===== src/rtl/proc_operand_driver.sv =====
// -----------------------------------------------------------------------------
// proc_operand_driver
//
// Host-side initiator for the tt_um_processor core. Operand pairs arrive on a
// valid/ready input stream and are buffered in a small FIFO. One pair at a time
// is driven onto the processor's ui_in/uio_in pins, held for LAT cycles, and
// the processor's uo_out is then captured and offered on a valid/ready response
// stream together with the operands that produced it.
//
// Handshake rule (both streams): a transfer happens at a rising edge where
// valid and ready are both high. A source holds valid and its payload stable
// until that edge; ready carries no combinational dependency on valid.
//
// Parameters:
//   DEPTH      operand FIFO entries, power of two, 2..16
//   LAT        edges from operands appearing on the pins to uo_out being
//              sampled, 1..15
//
// Ports:
//   clk        system clock, rising edge
//   rst        synchronous active-high reset
//   in_valid   operand pair valid
//   in_ready   FIFO has room (decoded from the registered count only)
//   in_a       operand A, ends up on ui_in
//   in_b       operand B, ends up on uio_in
//   ui_in      to processor dedicated inputs
//   uio_in     to processor bidirectional inputs
//   uo_out     from processor outputs
//   res_valid  result available
//   res_ready  consumer accepts result
//   res_data   captured uo_out
//   res_a      operand A echo
//   res_b      operand B echo
//   busy       high while a transaction is in flight or the FIFO holds pairs
//   done_count completed transactions, 8-bit wrapping
//   state_dbg  current FSM state (IDLE=0, DRIVE=1, RESP=2) for observation
// -----------------------------------------------------------------------------
module proc_operand_driver #(
    parameter int DEPTH = 4,
    parameter int LAT   = 1
) (
    input  logic       clk,
    input  logic       rst,
    input  logic       in_valid,
    output logic       in_ready,
    input  logic [7:0] in_a,
    input  logic [7:0] in_b,
    output logic [7:0] ui_in,
    output logic [7:0] uio_in,
    input  logic [7:0] uo_out,
    output logic       res_valid,
    input  logic       res_ready,
    output logic [7:0] res_data,
    output logic [7:0] res_a,
    output logic [7:0] res_b,
    output logic       busy,
    output logic [7:0] done_count,
    output logic [1:0] state_dbg
);

    // -------------------------------------------------------------------------
    // Constants
    // -------------------------------------------------------------------------
    localparam int AW = (DEPTH > 1) ? $clog2(DEPTH) : 1;

    localparam logic [AW:0] DEPTH_C = (AW + 1)'(DEPTH);
    localparam logic [3:0]  LAT_C   = 4'(LAT);

    localparam logic [1:0] S_IDLE  = 2'd0;
    localparam logic [1:0] S_DRIVE = 2'd1;
    localparam logic [1:0] S_RESP  = 2'd2;

    // -------------------------------------------------------------------------
    // Operand FIFO
    // -------------------------------------------------------------------------
    logic [7:0]    mem_a [DEPTH];
    logic [7:0]    mem_b [DEPTH];
    logic [AW-1:0] wr_ptr;
    logic [AW-1:0] rd_ptr;
    logic [AW:0]   count;

    logic [1:0]    state;
    logic [3:0]    wait_cnt;

    logic          push;
    logic          pop;

    // Room is judged on the registered count alone, so a pop in the same
    // cycle never opens the door early and there is no path from any input.
    assign in_ready = (count < DEPTH_C);
    assign push     = in_valid && in_ready;

    // The FSM only takes a new pair while IDLE. Because count is registered,
    // a pair written into an empty FIFO is not visible here until the next
    // edge.
    assign pop      = (state == S_IDLE) && (count != '0);

    // Storage has no reset: entries are only ever read after being written.
    always_ff @(posedge clk) begin
        if (push) begin
            mem_a[wr_ptr] <= in_a;
            mem_b[wr_ptr] <= in_b;
        end
    end

    // DEPTH is a power of two, so the natural pointer wrap is modulo DEPTH.
    always_ff @(posedge clk) begin
        if (rst) begin
            wr_ptr <= '0;
            rd_ptr <= '0;
            count  <= '0;
        end else begin
            if (push) begin
                wr_ptr <= wr_ptr + 1'b1;
            end
            if (pop) begin
                rd_ptr <= rd_ptr + 1'b1;
            end
            case ({push, pop})
                2'b10:   count <= count + 1'b1;
                2'b01:   count <= count - 1'b1;
                default: count <= count;
            endcase
        end
    end

    // -------------------------------------------------------------------------
    // Transaction FSM
    //
    // IDLE : pins at zero; take the FIFO head when one is present.
    // DRIVE: operands held on the pins while wait_cnt counts down from LAT.
    //        The edge that sees wait_cnt == 1 is LAT edges after the operands
    //        first appeared; that edge samples uo_out and clears the pins.
    // RESP : response held until the consumer takes it.
    // -------------------------------------------------------------------------
    always_ff @(posedge clk) begin
        if (rst) begin
            state      <= S_IDLE;
            wait_cnt   <= 4'd0;
            ui_in      <= 8'd0;
            uio_in     <= 8'd0;
            res_valid  <= 1'b0;
            res_data   <= 8'd0;
            res_a      <= 8'd0;
            res_b      <= 8'd0;
            done_count <= 8'd0;
        end else begin
            case (state)
                S_IDLE: begin
                    if (pop) begin
                        ui_in    <= mem_a[rd_ptr];
                        uio_in   <= mem_b[rd_ptr];
                        res_a    <= mem_a[rd_ptr];
                        res_b    <= mem_b[rd_ptr];
                        wait_cnt <= LAT_C;
                        state    <= S_DRIVE;
                    end
                end

                S_DRIVE: begin
                    // "<= 1" rather than "== 1" keeps a corrupted zero count
                    // from wrapping to 15 and stalling the pins for 15 cycles.
                    if (wait_cnt <= 4'd1) begin
                        res_data  <= uo_out;
                        res_valid <= 1'b1;
                        ui_in     <= 8'd0;
                        uio_in    <= 8'd0;
                        wait_cnt  <= 4'd0;
                        state     <= S_RESP;
                    end else begin
                        wait_cnt <= wait_cnt - 4'd1;
                    end
                end

                S_RESP: begin
                    // res_valid is always high in this state, so res_ready
                    // alone marks the handshake edge.
                    if (res_ready) begin
                        res_valid  <= 1'b0;
                        done_count <= done_count + 8'd1;
                        state      <= S_IDLE;
                    end
                end

                default: begin
                    state     <= S_IDLE;
                    ui_in     <= 8'd0;
                    uio_in    <= 8'd0;
                    res_valid <= 1'b0;
                    wait_cnt  <= 4'd0;
                end
            endcase
        end
    end

    assign busy      = (state != S_IDLE) || (count != '0);
    assign state_dbg = state;

    // -------------------------------------------------------------------------
    // Invariants
    // -------------------------------------------------------------------------
    a_count_bound : assert property (@(posedge clk) disable iff (rst)
        count <= DEPTH_C);

    a_pins_quiet : assert property (@(posedge clk) disable iff (rst)
        (state != S_DRIVE) |-> (ui_in == 8'd0 && uio_in == 8'd0));

    a_resp_hold : assert property (@(posedge clk) disable iff (rst)
        (state == S_RESP && !res_ready) |=>
        (res_valid && $stable(res_data) && $stable(res_a) && $stable(res_b)));

    a_state_legal : assert property (@(posedge clk) disable iff (rst)
        state != 2'd3);

endmodule


===== config.mk =====
export PLATFORM = sky130hd
export DESIGN_NAME = proc_operand_driver
export DESIGN_NICKNAME = d
export VERILOG_FILES = /design/src/rtl/proc_operand_driver.sv
export SDC_FILE = /design/constraint.sdc
export NUM_CORES = 1
export LEC_CHECK = 0
export BUFFER_PORTS_ARGS = -buffer_cell sky130_fd_sc_hd__buf_2
export CAP_MARGIN = 30
export CORE_UTILIZATION = 50
export CTS_CLUSTER_SIZE = 8
export DETAILED_ROUTE_END_ITERATION = 8
export GPL_TIMING_DRIVEN = 0
export PLACE_DENSITY = 0.75
export SYNTH_ARGS = -nofsm -noshare
export SYNTH_HDL_FRONTEND = slang
export SYNTH_SLANG_ARGS = --single-unit

===== constraint.sdc =====
create_clock -name clk -period 2.1 [get_ports clk]
set_clock_uncertainty 0.1 [all_clocks]
set_input_delay 0.42 -clock clk [delete_from_list [all_inputs] [get_ports clk]]
set_output_delay 0.42 -clock clk [all_outputs]
set_load 0.1 [all_outputs]

# == Word level (Yosys, flattened, before mapping) ==
# Memory sizes are Yosys's and may differ from the RTL's. A register that Yosys moved wholly into a read port is not among the register bits.
# Index checks and enable logic that the tools add are counted.
# totals
out_inout_bits,53
register_bits,62
mem_bits_rw,64
n_memories,2
# memory_table
memory,words,width,rd,rd_ports_with_merged_regs,write_ports,line,source
mem_a,4,8,1,1,1,76,logic [7:0] mem_a [DEPTH];
mem_b,4,8,1,1,1,77,logic [7:0] mem_b [DEPTH];
# classes
add_sub_neg,6
n_lt_le_gt_ge,2
bitwise_logic,2
n_mux,22
n_eq_ne,7
n_reduce_logical,14
# ops
op,n
8-bit one-hot mux with 3 select lines,2
8-bit two-way mux,3
2-bit two-way mux,7
4-bit one-hot mux with 3 select lines,1
3-bit AND reduction,3
"8-bit by 1-bit adder with 8-bit output, second input constant",1
4-bit two-way mux,2
2-bit AND reduction,4
"2-bit inequality test, second input constant",3
2-bit one-hot mux with 3 select lines,1
3-bit one-hot mux with 2 select lines,1
"2-bit by 1-bit adder with 2-bit output, second input constant",2
"2-bit by 1-bit == test with 1-bit output, second input constant",2
"2-bit == test, second input constant",2
"4-bit by 1-bit less-or-equal comparator with 1-bit output, second input constant",1
1-bit two-way mux,4
2-bit nonzero test,2
"4-bit by 1-bit subtractor with 4-bit output, second input constant",1
"3-bit by 1-bit adder with 3-bit output, second input constant",1
"3-bit less-than comparator, second input constant",1
1-bit one-hot mux with 3 select lines,1
3-bit nonzero test,1
"3-bit by 1-bit subtractor with 3-bit output, second input constant",1
1-bit logical AND,2
other kinds (3),4

# == Depth between registers and ports, before layout ==
# logic_depth
ltp_word,4
ltp_mapped,10

# == Worst setup path before layout ==
# No wires, ideal clock.
# synth_timing
path_kind,reg2reg
startpoint,reg state[0] (netlist: state_dbg[0])
endpoint,reg count[2]
path_stages_with_launch,11
synth_period_minus_slack_ns,2.824
path_buffers,1
setup_slack_ns,-0.724
setup_ns,0.070
arrival_ns,2.655
path_cell_list,dfxtp_1 nor2_1 nand2_2 inv_2 clkbuf_8 ha_1 inv_1 fa_1 xor2_1 or3_1 a21oi_1
# synth_via
elab_chain_cells,4
elab_cells_between_ends,6
cone_classes,eq/ne (2); mux (1); reduce/logical (3)
# synth_rtl
item,line,source
"start, declared",82,logic [1:0] state;
"start signal, assigned",138,state <= S_IDLE;
"start signal, assigned",156,state <= S_DRIVE;
"start signal, assigned",169,state <= S_RESP;
2-bit logical NOT *,96,assign pop = (state == S_IDLE) && (count != '0);
1-bit logical AND *,96,
2-bit by 1-bit == test with 1-bit output / 2-bit == test (equally long branches),119,"case ({push, pop})"
3-bit one-hot mux with 2 select lines / 2-bit nonzero test (equally long branches),-,
"end signal, assigned",120,2'b10: count <= count + 1'b1;
"end signal, assigned",121,2'b01: count <= count - 1'b1;
"end signal, assigned",122,default: count <= count;
"end, declared",80,logic [AW:0] count;
# Every way passes the cells marked *; elsewhere a longest branch is shown, timed or not.
# A chain may end at the register's enable or synchronous reset.

# == Worst setup path in the final report ==
# layout_timing
startpoint,reg count[2]
endpoint,reg count[2]
# layout_via
elab_chain_cells,4
elab_cells_between_ends,10
cone_classes,add/sub (2); order compare (1); eq/ne (2); mux (1); reduce/logical (4)
# layout_rtl
item,line
3-bit less-than comparator / 3-bit nonzero test (equally long branches),"90, 96"
1-bit logical AND (on tied branches),"91, 96"
2-bit by 1-bit == test with 1-bit output / 2-bit == test (equally long branches),119
3-bit one-hot mux with 2 select lines / 2-bit nonzero test (equally long branches),-
# Parallel ways exist; a longest one is shown, timed or not.

==> qor_table.md <==
| Stage | Metric | Value |
|:---|:---|:---|
| floorplanning | Overall die area | 10110 µm² |
| synth | Post-Syn Nets | 402 |
| clock network | Number of H-tree levels | 4 |
| timing | # setup viols final | 0 |
| clock network | Number of clock buffers inserted by TritonCTS | 17 |
| floorplanning | Placeable core region | 9328 µm² |
| critical path | Series of cell instances along the critical path | or3_4, nand2_8, inv_8, ha_4, inv_1, fa_2, xor2_1, or3_1, a21oi_1 |
| global route | Combined global-route utilization of all metal layers | 21.56% |
| critical path | Worst endpoint required time | 2430 ps |
| place | Total of buffers placed on input and output ports | 79 |
| critical path | CP Launch Type | flip-flop |
| route | Initial drt markers | 209 |
| route | First-pass iteration count of the detailed router | 4 |
| finish | Final-stage net count | 502 |
| route | Vias after detailed routing | 3236 |
| floorplanning | Die span in y | 100.6 µm |
| finish | Area overhead of the layout relative to synthesis | 26.00% |
| critical path | Stages on worst setup path | 9 |
| synth | Count of flip-flops with a built-in enable after synthesis | 64 |
| global route | Remaining global-route overflow | 0 |
| timing | Share of the clock period used by the worst path after layout | 97.10% |
| floorplanning | Horizontal extent of the die | 100.6 µm |
| critical path | Highest net fanout along the worst path | 19 |
| timing | Count of pins over their slew limit | 0 |
| global route | Antenna violations before repair | 0 |
| finish | Layout cells sized above 1 | 32.64% |
| route | Antenna-violating nets left | 0 |
| critical path | Largest stage delay on the critical path | 430 ps |
| global route | Via count of the first global-routing pass | 3230 |
| clock network | Number of clock sinks seen by CTS | 128 |
| critical path | CP arrival | 2370 ps |
| critical path | Flop-to-flop setup slack | 60 ps |
| timing | Total negative slack | 0 ps |
| synth | Cell types with the largest area share after synthesis | edfxtp_1 (40%), dfxtp_1 (26%), mux4_2 (6.5%) |
| synth | Synth Flop Type | edfxtp_1 |
| synth | Fraction of registers with async set or reset after synthesis | 0% |
| finish | Final core area utilization | 65.59% |
| clock network | TritonCTS clock tree | done |
| min path | Hold Crit Class | input port to flip-flop |
| critical path | Worst path buffer plus inverter count | 2 |
| place | Final HPWL DP | 6.684 mm |
| synth | Flop and latch count out of synthesis | 128 |
| critical path | Family with the most delay on the worst path | simple AND/OR/NAND/NOR gates |
| finish | Number of antenna cells inserted | 0 |
| synth | Area share of the largest cell type after synthesis | 39.58% |
| timing | Unrepaired setup endpoints after global routing | false |
| critical path | Reg-to-reg endpoint | count[2] |
| critical path | Worst setup EP type | flip-flop |
| place | Final estimated routing congestion in global placement | 0.8237 |
| route | Detailed-route DRC error count | 0 |
| clock network | Clock Tree Root | clkbuf_8 |
| floorplanning | # rows | 35 |
| synth | Synthesized netlist cell count | 365 |
| finish | Count of filler cells inserted in the layout | 665 |
| global route | Maximum number of pins on one net before global-route repair | 20 |
| critical path | Critical Path Start | count[2] |
| status | Result of the run | finished, final reports clean |
| critical path | Critical path capture point | count[2] |
| timing | Final hold violation count | 0 |
| clock network | Clock transition at path regs | 60 ps |
| synth | Post-Syn Area | 4856 µm² |
| route | WL/cell | 16.97 µm |
| critical path | WS Path Type | flip-flop to flip-flop |
| critical path | R2R cell count | 9 |
| synth | Sequential share of the synthesized area | 65.96% |
| route | Via density per instance | 5.331 |
| flow run | Count of maximum capacitance violations | 0 |
| timing | Achievable clock frequency | 490.4 MHz |
| synth | Yosys cell types | 41 |
| synth | Number of warnings printed during yosys synthesis | 0 |
| timing | Period minus WS final | 2039 ps |
| floorplanning | Top-Level Pins | 81 |
| timing | Hold WS | 32.70 ps |
| route | Final routed wirelength across all metal layers | 10.30 mm |
| floorplanning | Starting density of the core | 52.06% |
| synth | Yosys top cell by area | edfxtp_1 |
| timing | Measured slew at the worst slew-check pin | 615.2 ps |
| clock network | Clock network latency to the later pin of the worst-skew pair | 500 ps |
| synth | Synth Area per Inst | 13.30 µm² |
| critical path | Launch instance of the worst register-to-register path | count[2] |
| global route | Wire length of the first global-routing pass | 16.08 mm |
| critical path | Master of the slowest instance on the critical path | or3_4 |
| timing | Remaining max-slew budget at the tightest pin | 58.99% |
| clock network | Max Root-Sink Buffers | 2 |
-- flip-flops by register name, summed over array words and instances, names as in the netlist, named ones only --
| register | count |
|---|---|
| done_count | 8 |
| mem_a | 32 |
| ui_in | 8 |
| state_dbg | 2 |
| res_a | 8 |
| mem_b | 32 |
| res_b | 8 |
| uio_in | 8 |
| res_data | 8 |
| rd_ptr | 2 |
| wait_cnt | 4 |
| count | 3 |
| res_valid | 1 |
| wr_ptr | 2 |
-- area by class of cell --
cell class / count / area, µm² / area share (%)
timing repair buffer: 82 / 420.4 / 6.871
tap: 129 / 161.4 / 2.638
multi-input combinational: 206 / 1515 / 24.76
sequential: 128 / 3217 / 52.58
clock buffer: 17 / 414.1 / 6.769
inverter: 12 / 52.55 / 0.8589
buffer: 18 / 120.1 / 1.963
clock inverter: 15 / 217.7 / 3.558
-- what timing repair did --
action,in CTS,in global routing
endpoints found under the setup margin,2,61
buffers inserted,3,0
resized for setup,5,6
cloned,0,0
hold buffers,0,0
pin swaps,3,0
-- cells in the final DEF (no fill, tap or decap), drive strengths merged, types with 2 or more instances in the layout --
master	synthesis	layout
a21oi	44	44
a311oi	2	2
and2	4	4
buf	7	89
bufinv	0	5
clkbuf	12	28
clkinv	0	8
clkinvlp	0	2
dfxtp	64	64
edfxtp	64	64
ha	8	8
inv	12	12
mux2i	9	9
mux4	16	16
nand2	39	39
nand2b	3	3
nand3	2	2
nand4	3	3
nor2	27	27
nor3	7	7
o21ai	19	19
or3	3	3
xnor2	5	5
xor2	6	6
-- cells in the mapped netlist (3+ instances only) --
master    instances
dfxtp_1          64
edfxtp_1         64
a21oi_1          42
nand2_1          38
nor2_1           27
o21ai_0          18
mux4_2           14
inv_1            11
mux2i_1           9
clkbuf_1          8
ha_1              8
nor3_1            7
xor2_1            6
xnor2_1           5
and2_1            4
buf_4             4
clkbuf_8          3
nand2b_1          3
nand4_1           3
-- worst min-delay path by stage --
stage / start / end / slack [ps] / cells past startpoint
4_1_cts: in_a[6] / mem_a[2][6] / 10 / 1
5_1_grt: in_b[4] / mem_b[3][4] / 10 / 1
6_report: in_a[4] / mem_a[1][4] / 30 / 1
3_3_place_gp: res_a[1] / res_a[1] / 340 / 2
2_1_floorplan: wait_cnt[1] / wait_cnt[1] / 360 / 2
3_5_place_dp: res_b[0] / res_b[0] / 340 / 2
-- cell families (layout without fill, tap and decap cells) --
kind of cell,Yosys count,in the layout,synth area share (%)
buffers and inverters,31,144,3.684
muxes,25,25,9.431
xor gates and xnor gates,11,11,1.984
AOI/OAI and AO/OA,67,67,7.550
DFF,128,128,65.96
and+or+nand+nor,94,94,8.916
adders and majority gates,9,9,2.474
-- per-layer routing --
metal  track usage (%)  vias to the layer above  routed length [µm]
met5                 0                        -                   0
met4             8.807                        0                 177
met3             6.588                       15                 537
met2             37.09                      113                5439
met1             25.16                     1593                4148
li1                  -                     1515                   -
-- stage by stage --
step,cell area (µm²),instances,worst slack [ps]
after global placement,5453,573,-166.0
after global routing,6118,607,4.217
after floorplan,4896,365,-76.20
after CTS,6110,607,44.54
after detailed placement,5453,573,-210.8
final,6118,607,60.89
Power is left out: the tool's default activity adds up to more than one toggle a clock period on the data nets, which glitch-free logic cannot reach.
